### src/rtl/uart_pkg.sv
// Shared UART definitions: FSM state encodings, clocks-per-bit helper and
// the MMIO addresses used by the memory-stage decode.
package uart_pkg;

    localparam logic [31:0] UART_DATA_ADDR = 32'h1000_0000;
    localparam logic [31:0] UART_STAT_ADDR = 32'h1000_0004;

    typedef enum logic [1:0] {TX_IDLE, TX_START, TX_DATA, TX_STOP} tx_state_t;
    typedef enum logic [1:0] {RX_IDLE, RX_START, RX_DATA, RX_STOP} rx_state_t;

    function automatic int calc_cpb(input int clk_hz, input int baud);
        return clk_hz / baud;
    endfunction

endpackage

### src/rtl/uart_rx_fifo.sv
// Show-ahead circular RX FIFO with count register and sticky overrun flag.
// A push into a full FIFO is still accepted when a pop happens in the same cycle.
module uart_rx_fifo #(
    parameter int DEPTH = 16
) (
    input  logic       clk,
    input  logic       rst,
    input  logic       push,
    input  logic [7:0] push_data,
    input  logic       pop,
    output logic [7:0] head,
    output logic       valid,
    output logic       overrun
);

    localparam int AW = $clog2(DEPTH);

    logic [7:0]    mem [DEPTH];
    logic [AW-1:0] wptr;
    logic [AW-1:0] rptr;
    logic [AW:0]   count;
    logic          empty;
    logic          full;
    logic          do_push;
    logic          do_pop;

    always_comb begin
        empty   = (count == '0);
        full    = (count == (AW+1)'(DEPTH));
        do_pop  = pop && !empty;
        do_push = push && (!full || do_pop);
        valid   = !empty;
        head    = empty ? '0 : mem[rptr];
    end

    always_ff @(posedge clk or posedge rst) begin
        if (rst) begin
            wptr    <= '0;
            rptr    <= '0;
            count   <= '0;
            overrun <= 1'b0;
        end else begin
            if (do_push) wptr <= wptr + 1'b1;
            if (do_pop)  rptr <= rptr + 1'b1;
            unique case ({do_push, do_pop})
                2'b10:   count <= count + 1'b1;
                2'b01:   count <= count - 1'b1;
                default: count <= count;
            endcase
            if (push && !do_push) overrun <= 1'b1;
        end
    end

    always_ff @(posedge clk) begin
        if (do_push) mem[wptr] <= push_data;
    end

endmodule

### src/rtl/uart_mmio.sv
// MMIO UART: 8N1 transmitter and receiver FSMs feeding a show-ahead RX FIFO.
// The receiver's push strobe is registered, so a byte lands in the FIFO one cycle after its stop sample.
module uart_mmio
    import uart_pkg::*;
#(
    parameter int CLK_HZ   = 100_000_000,
    parameter int BAUD     = 115_200,
    parameter int RX_DEPTH = 16
) (
    input  logic       clk,
    input  logic       rst,
    input  logic [7:0] uart_tx_data,
    input  logic       uart_tx_we,
    output logic       uart_tx_busy,
    input  logic       uart_rx_re,
    output logic [7:0] uart_rx_data,
    output logic       uart_rx_valid,
    output logic       rx_overrun,
    output logic       txd,
    input  logic       rxd
);

    localparam int CPB = calc_cpb(CLK_HZ, BAUD);
    localparam int CW  = $clog2(CPB);
    localparam logic [CW-1:0] BIT_LAST  = CW'(CPB - 1);
    localparam logic [CW-1:0] HALF_LAST = CW'(CPB / 2 - 1);

    tx_state_t     tx_state;
    logic [CW-1:0] tx_cnt;
    logic [2:0]    tx_idx;
    logic [7:0]    tx_shift;

    always_ff @(posedge clk or posedge rst) begin
        if (rst) begin
            tx_state     <= TX_IDLE;
            tx_cnt       <= '0;
            tx_idx       <= '0;
            tx_shift     <= '0;
            txd          <= 1'b1;
            uart_tx_busy <= 1'b0;
        end else begin
            unique case (tx_state)
                TX_IDLE: begin
                    if (uart_tx_we) begin
                        tx_shift     <= uart_tx_data;
                        tx_cnt       <= '0;
                        tx_idx       <= '0;
                        txd          <= 1'b0;
                        uart_tx_busy <= 1'b1;
                        tx_state     <= TX_START;
                    end
                end
                TX_START: begin
                    if (tx_cnt == BIT_LAST) begin
                        tx_cnt   <= '0;
                        txd      <= tx_shift[0];
                        tx_state <= TX_DATA;
                    end else begin
                        tx_cnt <= tx_cnt + 1'b1;
                    end
                end
                TX_DATA: begin
                    if (tx_cnt == BIT_LAST) begin
                        tx_cnt <= '0;
                        if (tx_idx == 3'd7) begin
                            txd      <= 1'b1;
                            tx_state <= TX_STOP;
                        end else begin
                            // Shift so the next data bit is always at [1] when it goes out.
                            tx_idx   <= tx_idx + 1'b1;
                            tx_shift <= tx_shift >> 1;
                            txd      <= tx_shift[1];
                        end
                    end else begin
                        tx_cnt <= tx_cnt + 1'b1;
                    end
                end
                TX_STOP: begin
                    if (tx_cnt == BIT_LAST) begin
                        tx_cnt       <= '0;
                        uart_tx_busy <= 1'b0;
                        tx_state     <= TX_IDLE;
                    end else begin
                        tx_cnt <= tx_cnt + 1'b1;
                    end
                end
                default: tx_state <= TX_IDLE;
            endcase
        end
    end

    logic rx_sync1;
    logic rxs;

    always_ff @(posedge clk or posedge rst) begin
        if (rst) begin
            rx_sync1 <= 1'b1;
            rxs      <= 1'b1;
        end else begin
            rx_sync1 <= rxd;
            rxs      <= rx_sync1;
        end
    end

    rx_state_t     rx_state;
    logic [CW-1:0] rx_cnt;
    logic [2:0]    rx_idx;
    logic [7:0]    rx_shift;
    logic          rx_push;

    always_ff @(posedge clk or posedge rst) begin
        if (rst) begin
            rx_state <= RX_IDLE;
            rx_cnt   <= '0;
            rx_idx   <= '0;
            rx_shift <= '0;
            rx_push  <= 1'b0;
        end else begin
            rx_push <= 1'b0;
            unique case (rx_state)
                RX_IDLE: begin
                    if (!rxs) begin
                        rx_cnt   <= '0;
                        rx_state <= RX_START;
                    end
                end
                RX_START: begin
                    if (rx_cnt == HALF_LAST) begin
                        rx_cnt   <= '0;
                        rx_idx   <= '0;
                        rx_state <= rxs ? RX_IDLE : RX_DATA;
                    end else begin
                        rx_cnt <= rx_cnt + 1'b1;
                    end
                end
                RX_DATA: begin
                    if (rx_cnt == BIT_LAST) begin
                        rx_cnt   <= '0;
                        rx_shift <= {rxs, rx_shift[7:1]};
                        if (rx_idx == 3'd7) rx_state <= RX_STOP;
                        else                rx_idx   <= rx_idx + 1'b1;
                    end else begin
                        rx_cnt <= rx_cnt + 1'b1;
                    end
                end
                RX_STOP: begin
                    if (rx_cnt == BIT_LAST) begin
                        // Leaving at mid-stop-bit gives half a bit of slack before the next start edge.
                        rx_cnt   <= '0;
                        rx_push  <= rxs;
                        rx_state <= RX_IDLE;
                    end else begin
                        rx_cnt <= rx_cnt + 1'b1;
                    end
                end
                default: rx_state <= RX_IDLE;
            endcase
        end
    end

    uart_rx_fifo #(
        .DEPTH(RX_DEPTH)
    ) u_rx_fifo (
        .clk       (clk),
        .rst       (rst),
        .push      (rx_push),
        .push_data (rx_shift),
        .pop       (uart_rx_re),
        .head      (uart_rx_data),
        .valid     (uart_rx_valid),
        .overrun   (rx_overrun)
    );

endmodule

### config.mk
export PLATFORM = sky130hd
export DESIGN_NAME = uart_mmio
export DESIGN_NICKNAME = d
export VERILOG_FILES = /design/src/rtl/uart_pkg.sv /design/src/rtl/uart_rx_fifo.sv /design/src/rtl/uart_mmio.sv
export SDC_FILE = /design/constraint.sdc
export NUM_CORES = 1
export LEC_CHECK = 0
export CAP_MARGIN = 20
export CORE_MARGIN = 3
export CORE_UTILIZATION = 44
export DETAILED_ROUTE_END_ITERATION = 16
export PLACE_DENSITY = 0.57
export SLEW_MARGIN = 40
export SYNTH_ARGS = -nofsm -noshare
export SYNTH_HDL_FRONTEND = slang
export SYNTH_SLANG_ARGS = --single-unit
### constraint.sdc
create_clock -name clk -period 3.32 [get_ports clk]
set_clock_uncertainty 0.1 [all_clocks]
set_input_delay 0.498 -clock clk [delete_from_list [all_inputs] [get_ports clk]]
set_output_delay 0.498 -clock clk [all_outputs]
set_load 0.02 [all_outputs]
==> metrics.md <==
| Metric | Value |
|---|---|
| First DRT Iteration DRCs | roughly 300 |
| H-tree Lvls | 4 |
| Worst Hold Class | reg2reg |
| Post-synthesis async set-or-reset flop share | about 34% |
| Number of buffers created by CTS | 17 |
| Status | complete, no violations |
| Post-synthesis sequential area ratio | 64.8% |
| Core ar. | between 15,000 and 20,000 um2 |
| Setup slack after layout | 155 ps |
| Total Wirelength | 15,700 um |
| Post-synth EDFFs | between 100 and 150 |
| Post-synth top flop | edfxtp_1 |
| IO buf count | 24 |
| Worst Path Arrival | 2570 ps |
| Normalized max-slew margin | between 50% and 60% |
| Gr ovfl total | 0 |
| Top Ports | 25 |
| Fin. Hold Viols | 0 |
| Synthesized Nets | about 580 |
| Setup WS pre-CTS | about 290 ps |
| Tmin final | between 3000 and 4000 ps |
| Dpl hpwl | ~10,000 um |
| Crit path capture type | output pin |
| Die Height | approximately 140 um |
| Syn Std Cell Area | between 8000 and 9000 um2 |
| Routed via count | 4,651 |
| Max FO, Critical Path | 8 |
| Switching Fraction | between 20% and 30% |
| Setup-failing EPs final | 0 |
| Max Cap Violations | 0 |
| DRT antenna net count | 0 |
| Total power | ~5.7 mW |
| Worst-Skew Late Latency | ~420 ps |
| CTS max path bufs | 2 |
| VDD IR-drop max | just under 0.4 mV |
| Highest Clock Rate | 316 MHz |
| # diodes | 0 |
| Pin count of the biggest net entering global routing | 40 |
| Required @ worst endpoint | between 2000 and 3000 ps |
| Share of cells above drive strength 1 | 21.6% |
| Design Area, Final | 9740 um2 |
| Synthesis Warnings | 0 |
| Global-route wire length before repair | around 25,000 um |
| Overall Global Routing Usage | between 15 and 20% |
| Filler cell count | about 1,600 |
| Most common cell after layout, fill and taps aside | edfxtp_1 |
| Fin crit share | between 90% and 100% |
| Synth top area share | 45.5% |
| P&R area growth vs syn | 15.3% |
| Antenna violations before repair | 0 |
| Placed inst area | around 9000 um2 |
| Clock share of power | approximately 38% |
| PwrDens | around 600 nW/um2 |
| Total clock sinks | between 150 and 200 |
| Worst-margin pin slew | about 700 ps |
| CP Launch Type | register |
| Row count | 50 |
| Top post-synthesis cells by area | edfxtp_1 46%, dfrtp_1 18%, mux4_2 8.5% |
| Die width | about 140 um |
| P_sw | 1.42 mW |
| Most frequent cells in the layout | 128 x edfxtp_1, 61 x dfrtp_1, 32 x mux4_2 |
| Residual DRC | 0 |
| Post-synthesis cell count | roughly 550 |
| Largest area contributor in the netlist | edfxtp_1 |
| Initial core utilization | 45.0% |
| Sequential Power Share | between 40 and 50% |
| Die ar. | about 21,000 um2 |
| RSZ-0062 raised after global routing | no |
| CTS tree | built |
| Routed vias/inst | 5.56 |
| Sum Neg Setup Slack | 0 ps |
| Pins Over Slew Limit | 0 |
| Clock transition at path regs | 60 ps |
| Clock root cell | clkbuf_16 |
| Synthesized area per cell | around 15 um2 |
| Crit Path Category | reg2out |
| DR pass1 iterations | 4 |
| Final GP Congestion | approximately 0.79 |
| Number of global-route vias before repair | 4,680 |
| # nets final | 623 |
| Drt wl/cell | approximately 19 um |
| Pint | around 4.3 mW |
| Distinct cells, synth | 54 |
| #FFs+latches synth | between 150 and 200 |
| Logic pwr share | approximately 16% |
| Leak pwr | 3.95 nW |
## critical path: stages (launching register included)
cell             delay [ps]
dfrtp_1                 400
or4_4                   590
nand2b_2                300
nand2_2                 180
o22ai_1                 120
clkdlybuf4s50_1         550
## power groups by stage
| stage | registers, mW | logic [mW] | clock network, mW |
|---|---|---|---|
| 5_1_grt | 2.69 | 0.991 | 2.33 |
| 2_1_floorplan | 2.69 | 0.671 | 0 |
| 3_3_place_gp | 2.74 | 0.850 | 0 |
| 4_1_cts | 2.70 | 0.878 | 2.23 |
| 3_5_place_dp | 2.75 | 0.868 | 0 |
| 6_report | 2.68 | 0.895 | 2.17 |
## logic make-up (layout without fill, tap and decap cells)
| logic type | Yosys count | count (layout) | synth area share, % |
|---|---|---|---|
| AOI/OAI and AO/OA | 69 | 69 | 5.42 |
| and+or+nand+nor | 124 | 124 | 7.96 |
| adders and majority gates | 21 | 21 | 3.20 |
| muxes | 83 | 83 | 15.0 |
| xor gates and xnor gates | 15 | 15 | 1.56 |
| buffers and inverters | 43 | 97 | 1.99 |
| DFF | 193 | 193 | 64.8 |
## per-layer routing
metal  up-vias  track usage [%]  wire, um
li1       2203                -         -
met1      2360             22.4      7310
met2        72             25.7      7550
met3        16             3.54       645
met4         0             5.25       219
met5         -                0         0
## stage by stage
step | cells | utilization, % | hold slack [ps]
finish | 836 | 51.9 | 260
global route | 836 | 51.9 | 268
CTS | 834 | 51.8 | 260
detailed placement | 802 | 48.3 | 250
global placement | 802 | 48.3 | 248
floorplan | 548 | - | 245
## cell usage after synthesis (10+ instances only)
cell type,number
nand3_1,10
mux2i_1,21
o21ai_0,23
dfrtp_1,62
ha_1,20
clkbuf_1,15
nor3_1,12
nand2_1,27
mux4_2,32
mux2_2,30
inv_1,22
nor2_1,17
edfxtp_1,128
## area by class of cell
type                       instances  area [um2]  share of cell area (%)
clock buffer                      18         429                    4.41
clock inverter                    14         201                    2.07
inverter                          22        82.6                   0.848
multi-input combinational        312        2820                    29.0
sequential                       193        5480                    56.2
tap                              234         293                    3.01
timing repair buffer              43         433                    4.45
## final timing paths
path	from	end	slack, ps	cells after the start
max reg2reg	u_rx_fifo.count[3]$_DFFE_PP0P_	u_rx_fifo.count[4]$_DFFE_PP0P_	400	8
min	rx_sync1$_DFF_PP1_	rxs$_DFF_PP1_	260	0
min reg2reg	rx_sync1$_DFF_PP1_	rxs$_DFF_PP1_	260	0
max	u_rx_fifo.count[3]$_DFFE_PP0P_	uart_rx_data[6]	150	5
max in group asynchronous	rst	rxs$_DFF_PP1_	2080	3
min in group asynchronous	rst	tx_shift[5]$_DFFE_PP0P_	360	2
## what timing repair did
action	4_1_cts	5_1_grt
setup endpoints to repair	8	8
buffers inserted	0	2
gates resized for setup	3	1
hold buffers	0	0
cloned	0	0
## state kept, by name (all words and copies together) (netlist names), named ones only
name,flops
u_rx_fifo.overrun,1
u_rx_fifo.wptr,4
tx_cnt,10
rx_push,1
u_rx_fifo.count,5
u_rx_fifo.mem,128
uart_tx_busy,1
rxs,1
rx_state,1
tx_shift,8
rx_idx,3
rx_cnt,10
tx_idx,3
u_rx_fifo.rptr,4
rx_shift,8
txd,1
tx_state,2
rx_sync1,1
Note: power is estimated with default switching activity, not from simulation.
==> RTL edit 1: new RTL, config.mk and constraints unchanged <==
The 4 states of `rx_state_t` get a one-hot encoding in 4 bits.
--- a/src/rtl/uart_pkg.sv
+++ b/src/rtl/uart_pkg.sv
@@ -6,7 +6,7 @@
     localparam logic [31:0] UART_STAT_ADDR = 32'h1000_0004;
 
     typedef enum logic [1:0] {TX_IDLE, TX_START, TX_DATA, TX_STOP} tx_state_t;
-    typedef enum logic [1:0] {RX_IDLE, RX_START, RX_DATA, RX_STOP} rx_state_t;
+    typedef enum logic [3:0] {RX_IDLE = 4'b0001, RX_START = 4'b0010, RX_DATA = 4'b0100, RX_STOP = 4'b1000} rx_state_t;
 
     function automatic int calc_cpb(input int clk_hz, input int baud);
         return clk_hz / baud;
Function: same outputs for any inputs over 10 cycles, from zero or initial values and one cycle with rst high; not proved beyond that.
==> RTL edit 1 against the original RTL <==
Routed wire length grew 3.2%. Largest power group unchanged. Total power grew 3.6%. Die area grew 0.96%. Design area grew 0.53%. Non-clock buffer count grew 3. Synthesized area grew 1.0%. Worst setup slack lost 0.023 ns. Sequential cell count grew 2.
==> RTL edit 1: results (changes against the original RTL) <==
| Metric | Value |
|---|---|
| Footprint of the multi-input gates | `2830 um^2 (+0.13%)` |
| Clock buf/inv share | `6.06% (-0.42 points)` |
| Place WS | `0.262 ns (-0.0311 ns)` |
| Cell family with most CP delay | `multiplexers` |
| Area Growth Syn to Fin | `14.8%` |
| CP Data Arrival Time | `2.59 ns (+0.02 ns)` |
| Synth area leaders | `edfxtp_1 (45%), dfrtp_1 (18%), mux4_2 (11%)` |
| Final non-clock buffer share | `4.55% (+0.10 points)` |
| Seq. cell area | `5530 um^2 (+0.94%)` |
| Rel. slew slack | `53.2% (-0.11 points)` |
| Compound-cell area share of the yosys netlist | `3.74% (-1.7 points)` |
| Share of power burned in the clock network | `34.3% (-3.4 points)` |
| Max Clk Rate | `314 MHz (-0.71%)` |
| Share of layout cells above drive strength 1 | `22.9% (+1.3 points)` |
| Comb pwr share | `17.8% (+2.2 points)` |
| Net count, final | `619 (-0.64%)` |
| Clock root cell | `clkbuf_16` |
| I/O Buffers | `24 (unchanged)` |
| Worst r2r src | `u_rx_fifo.count[0]$_DFFE_PP0P_` |
| CP max-delay cell | `mux4_2` |
| Synth Area in XOR/XNOR | `1.95% (+0.40 points)` |
| R2r setup slk | `0.54 ns (+0.14 ns)` |
| Status | `complete, no violations` |
| Clk sinks | `195 (+1.0%)` |
| Max VDD drop | `387 uV (about the same)` |
| GRT Resource Usage Total | `16.2% (+0.079 points)` |
| Adder-Cell Fraction of Synth Area | `3.17% (-0.032 points)` |
| Per-cell routed wire length | `18.9 um (+0.60%)` |
| Register share of the cell area | `56.5% (+0.23 points)` |
| Vias in the first global route | `4717 (+0.79%)` |
| Syn avg cell area | `15.7 um^2 (+2.1%)` |
| Net load switching power | `1620 uW (+14%)` |
| Via count | `4581 (-1.5%)` |
| Synth async-reset ratio | `34.4% (+0.68 points)` |
| Signal buffers | `46 (+7.0%)` |
| Yosys cell types | `55 (+1.9%)` |
| Seq/Total Area, Yosys | `64.8% (about the same)` |
| Comb_multi_in | `306 (-1.9%)` |
| Placed inst area | `9190 um^2 (+1.3%)` |
| Post-Place Cells | `824 (+2.7%)` |
| Layout clock buffers | `20 (+2)` |
| DRT iter0 DRCs | `274 (-7.1%)` |
| Initial antenna violation count | `0 (unchanged)` |
| Syn Nets | `576 (-1.0%)` |
| Gpl congestion | `0.743 (-6.1%)` |
| Filler cells | `1576 (-0.82%)` |
| Worst Path Max Fanout | `15 (+7)` |
| DR vias/cell | `5.34 (-4.0%)` |
| DP HPWL | `10.9 mm (+4.7%)` |
| Nonclk inv count | `19 (-14%)` |
-- RTL edit 1: worst min-delay path by stage --
stage	cells past startpoint	start	to	slack, ns
3_5_place_dp	0	rx_sync1$_DFF_PP1_	rxs$_DFF_PP1_	0.25
3_3_place_gp	0	rx_sync1$_DFF_PP1_	rxs$_DFF_PP1_	0.25
2_1_floorplan	0	rx_sync1$_DFF_PP1_	rxs$_DFF_PP1_	0.25
5_1_grt	0	rx_sync1$_DFF_PP1_	rxs$_DFF_PP1_	0.26
4_1_cts	0	rx_sync1$_DFF_PP1_	rxs$_DFF_PP1_	0.26
6_report	0	rx_sync1$_DFF_PP1_	rxs$_DFF_PP1_	0.26
-- RTL edit 1: metal layers --
layer	share of wire (%)	global-route usage, %	up-vias
met5	0	0	-
li1	-	-	2138
met4	0.79	4.27	0
met1	46	22.9	2363
met2	49	25.8	70
met3	4.1	3.69	10
-- RTL edit 1: timing repair --
item	CTS	global route
endpoints found under the setup margin	8	0
resized for setup	8	0
setup buffers	2	0
==> RTL edit 2: new RTL, config.mk and constraints unchanged <==
Made on the original files. Set the parameter `CLK_HZ` to 200_000_000 (it was 100_000_000).
--- a/src/rtl/uart_mmio.sv
+++ b/src/rtl/uart_mmio.sv
@@ -3,7 +3,7 @@
 module uart_mmio
     import uart_pkg::*;
 #(
-    parameter int CLK_HZ   = 100_000_000,
+    parameter int CLK_HZ   = 200_000_000,
     parameter int BAUD     = 115_200,
     parameter int RX_DEPTH = 16
 ) (
Behaviour: no difference found for any inputs over 10 cycles, from zero or initial values and one cycle with rst high; that may be too few to reach the edited logic, so the function may still have changed.
==> RTL edit 2 against the original RTL <==
Routed wire length is 1.9% higher. Count of clock-buffer cells in the layout is 1 lower. Critical endpoint is now uart_rx_data[4]. Worst setup slack worse by 0.034 ns. Sequential cell count is 2 higher. Synthesized area is 0.59% lower. Critical path type unchanged. Largest power group unchanged. Largest cell class unchanged. Design area is 1.2% lower. Via count is 0.13% higher. Total power is 2.7% lower. Global-route usage is 0.51 points higher.
==> RTL edit 2: results (changes against the original RTL) <==
| Metric | Value |
|---|---|
| CP Data Arrival Time | `2.60 ns (+0.03 ns)` |
| Synth area leaders | `edfxtp_1 (46%), dfrtp_1 (19%), mux4_2 (8.6%)` |
| Gpl congestion | `0.780 (-1.3%)` |
| Post-Place Cells | `805 (+0.37%)` |
| Global-route wire length before repair | `26.2 mm (+2.7%)` |
| DR vias/cell | `5.56 (about the same)` |
| Vias in the first global route | `4893 (+4.6%)` |
| Non-filler cells, final | `837 (+0.12%)` |
| Post-synthesis register bit count | `195 (+1.0%)` |
| Comb_multi_in | `317 (+1.6%)` |
| Synth Area in XOR/XNOR | `2.30% (+0.74 points)` |
| Place WS | `0.404 ns (+0.111 ns)` |
| Seq/Total Area, Yosys | `65.8% (+0.98 points)` |
| Pleak | `0.00395 uW (about the same)` |
| Rel. slew slack | `52.5% (-0.79 points)` |
| GRT Resource Usage Total | `16.7% (+0.51 points)` |
| DRT iter0 DRCs | `228 (-23%)` |
| Syn avg cell area | `15.3 um^2 (-0.95%)` |
| Net count, final | `630 (+1.1%)` |
| Max VDD drop | `384 uV (-0.80%)` |
| Comb. pwr | `909 uW (+2%)` |
| PD cells | `581 nW/um^2 (-1.6%)` |
| Mux contribution to synthesized area | `13.5% (-1.5 points)` |
| Largest net degree at the start of global routing | `44 (+10%)` |
| Status | `complete, no violations` |
| Final non-clock buffer share | `5.07% (+0.62 points)` |
| Share of layout cells above drive strength 1 | `19.1% (-2.5 points)` |
| Synth cell count leaders | `edfxtp_1 (128), dfrtp_1 (64), nor2_1 (40), nand2_1 (38), mux4_2 (32)` |
| Seq. cell area | `5530 um^2 (+0.91%)` |
| DP HPWL | `10.5 mm (+0.95%)` |
| Yosys cell types | `48 (-11%)` |
RTL edit 2: changes by cell type after synthesis, sizes merged, moves of 8 or more:
cell / change
inv: -8
nor2: +21
mux2: -19
buf: +10
nand2: +13
RTL edit 2: stage by stage:
| step | hold slack [ns] | total power [uW] | utilization (%) |
|---|---|---|---|
| after floorplan | 0.245 | 3410 | - |
| after global placement | 0.246 | 3640 | 49.3 |
| after detailed placement | 0.250 | 3660 | 49.3 |
| after CTS | 0.260 | 5660 | 52.4 |
| after global routing | 0.266 | 5840 | 52.5 |
| final | 0.260 | 5590 | 52.5 |
RTL edit 2: timing repair:
item / CTS / global route
setup endpoints to repair: 8 / 8
buffers inserted: 2 / 0
gates resized for setup: 2 / 3
hold buffers: 0 / 0
hold endpoints to repair: 0 / 0
RTL edit 2: routing by layer:
| layer | track usage [%] | part of all wire, % |
|---|---|---|
| met5 | 0 | 0 |
| met4 | 5.50 | 1.3 |
| met1 | 22.4 | 46 |
| met3 | 3.34 | 3.0 |
| met2 | 27.5 | 50 |
RTL edit 2: worst max-delay path by stage:
| stage | startpoint | end | cells past startpoint |
|---|---|---|---|
| after floorplan | u_rx_fifo.count[0]$_DFFE_PP0P_ | u_rx_fifo.count[4]$_DFFE_PP0P_ | 9 |
| final | u_rx_fifo.count[0]$_DFFE_PP0P_ | uart_rx_data[4] | 5 |
| after CTS | u_rx_fifo.count[0]$_DFFE_PP0P_ | uart_rx_data[4] | 5 |
| after detailed placement | u_rx_fifo.count[0]$_DFFE_PP0P_ | uart_rx_data[4] | 5 |
| after global routing | u_rx_fifo.count[0]$_DFFE_PP0P_ | uart_rx_data[4] | 5 |
| after global placement | u_rx_fifo.count[0]$_DFFE_PP0P_ | uart_rx_data[5] | 5 |
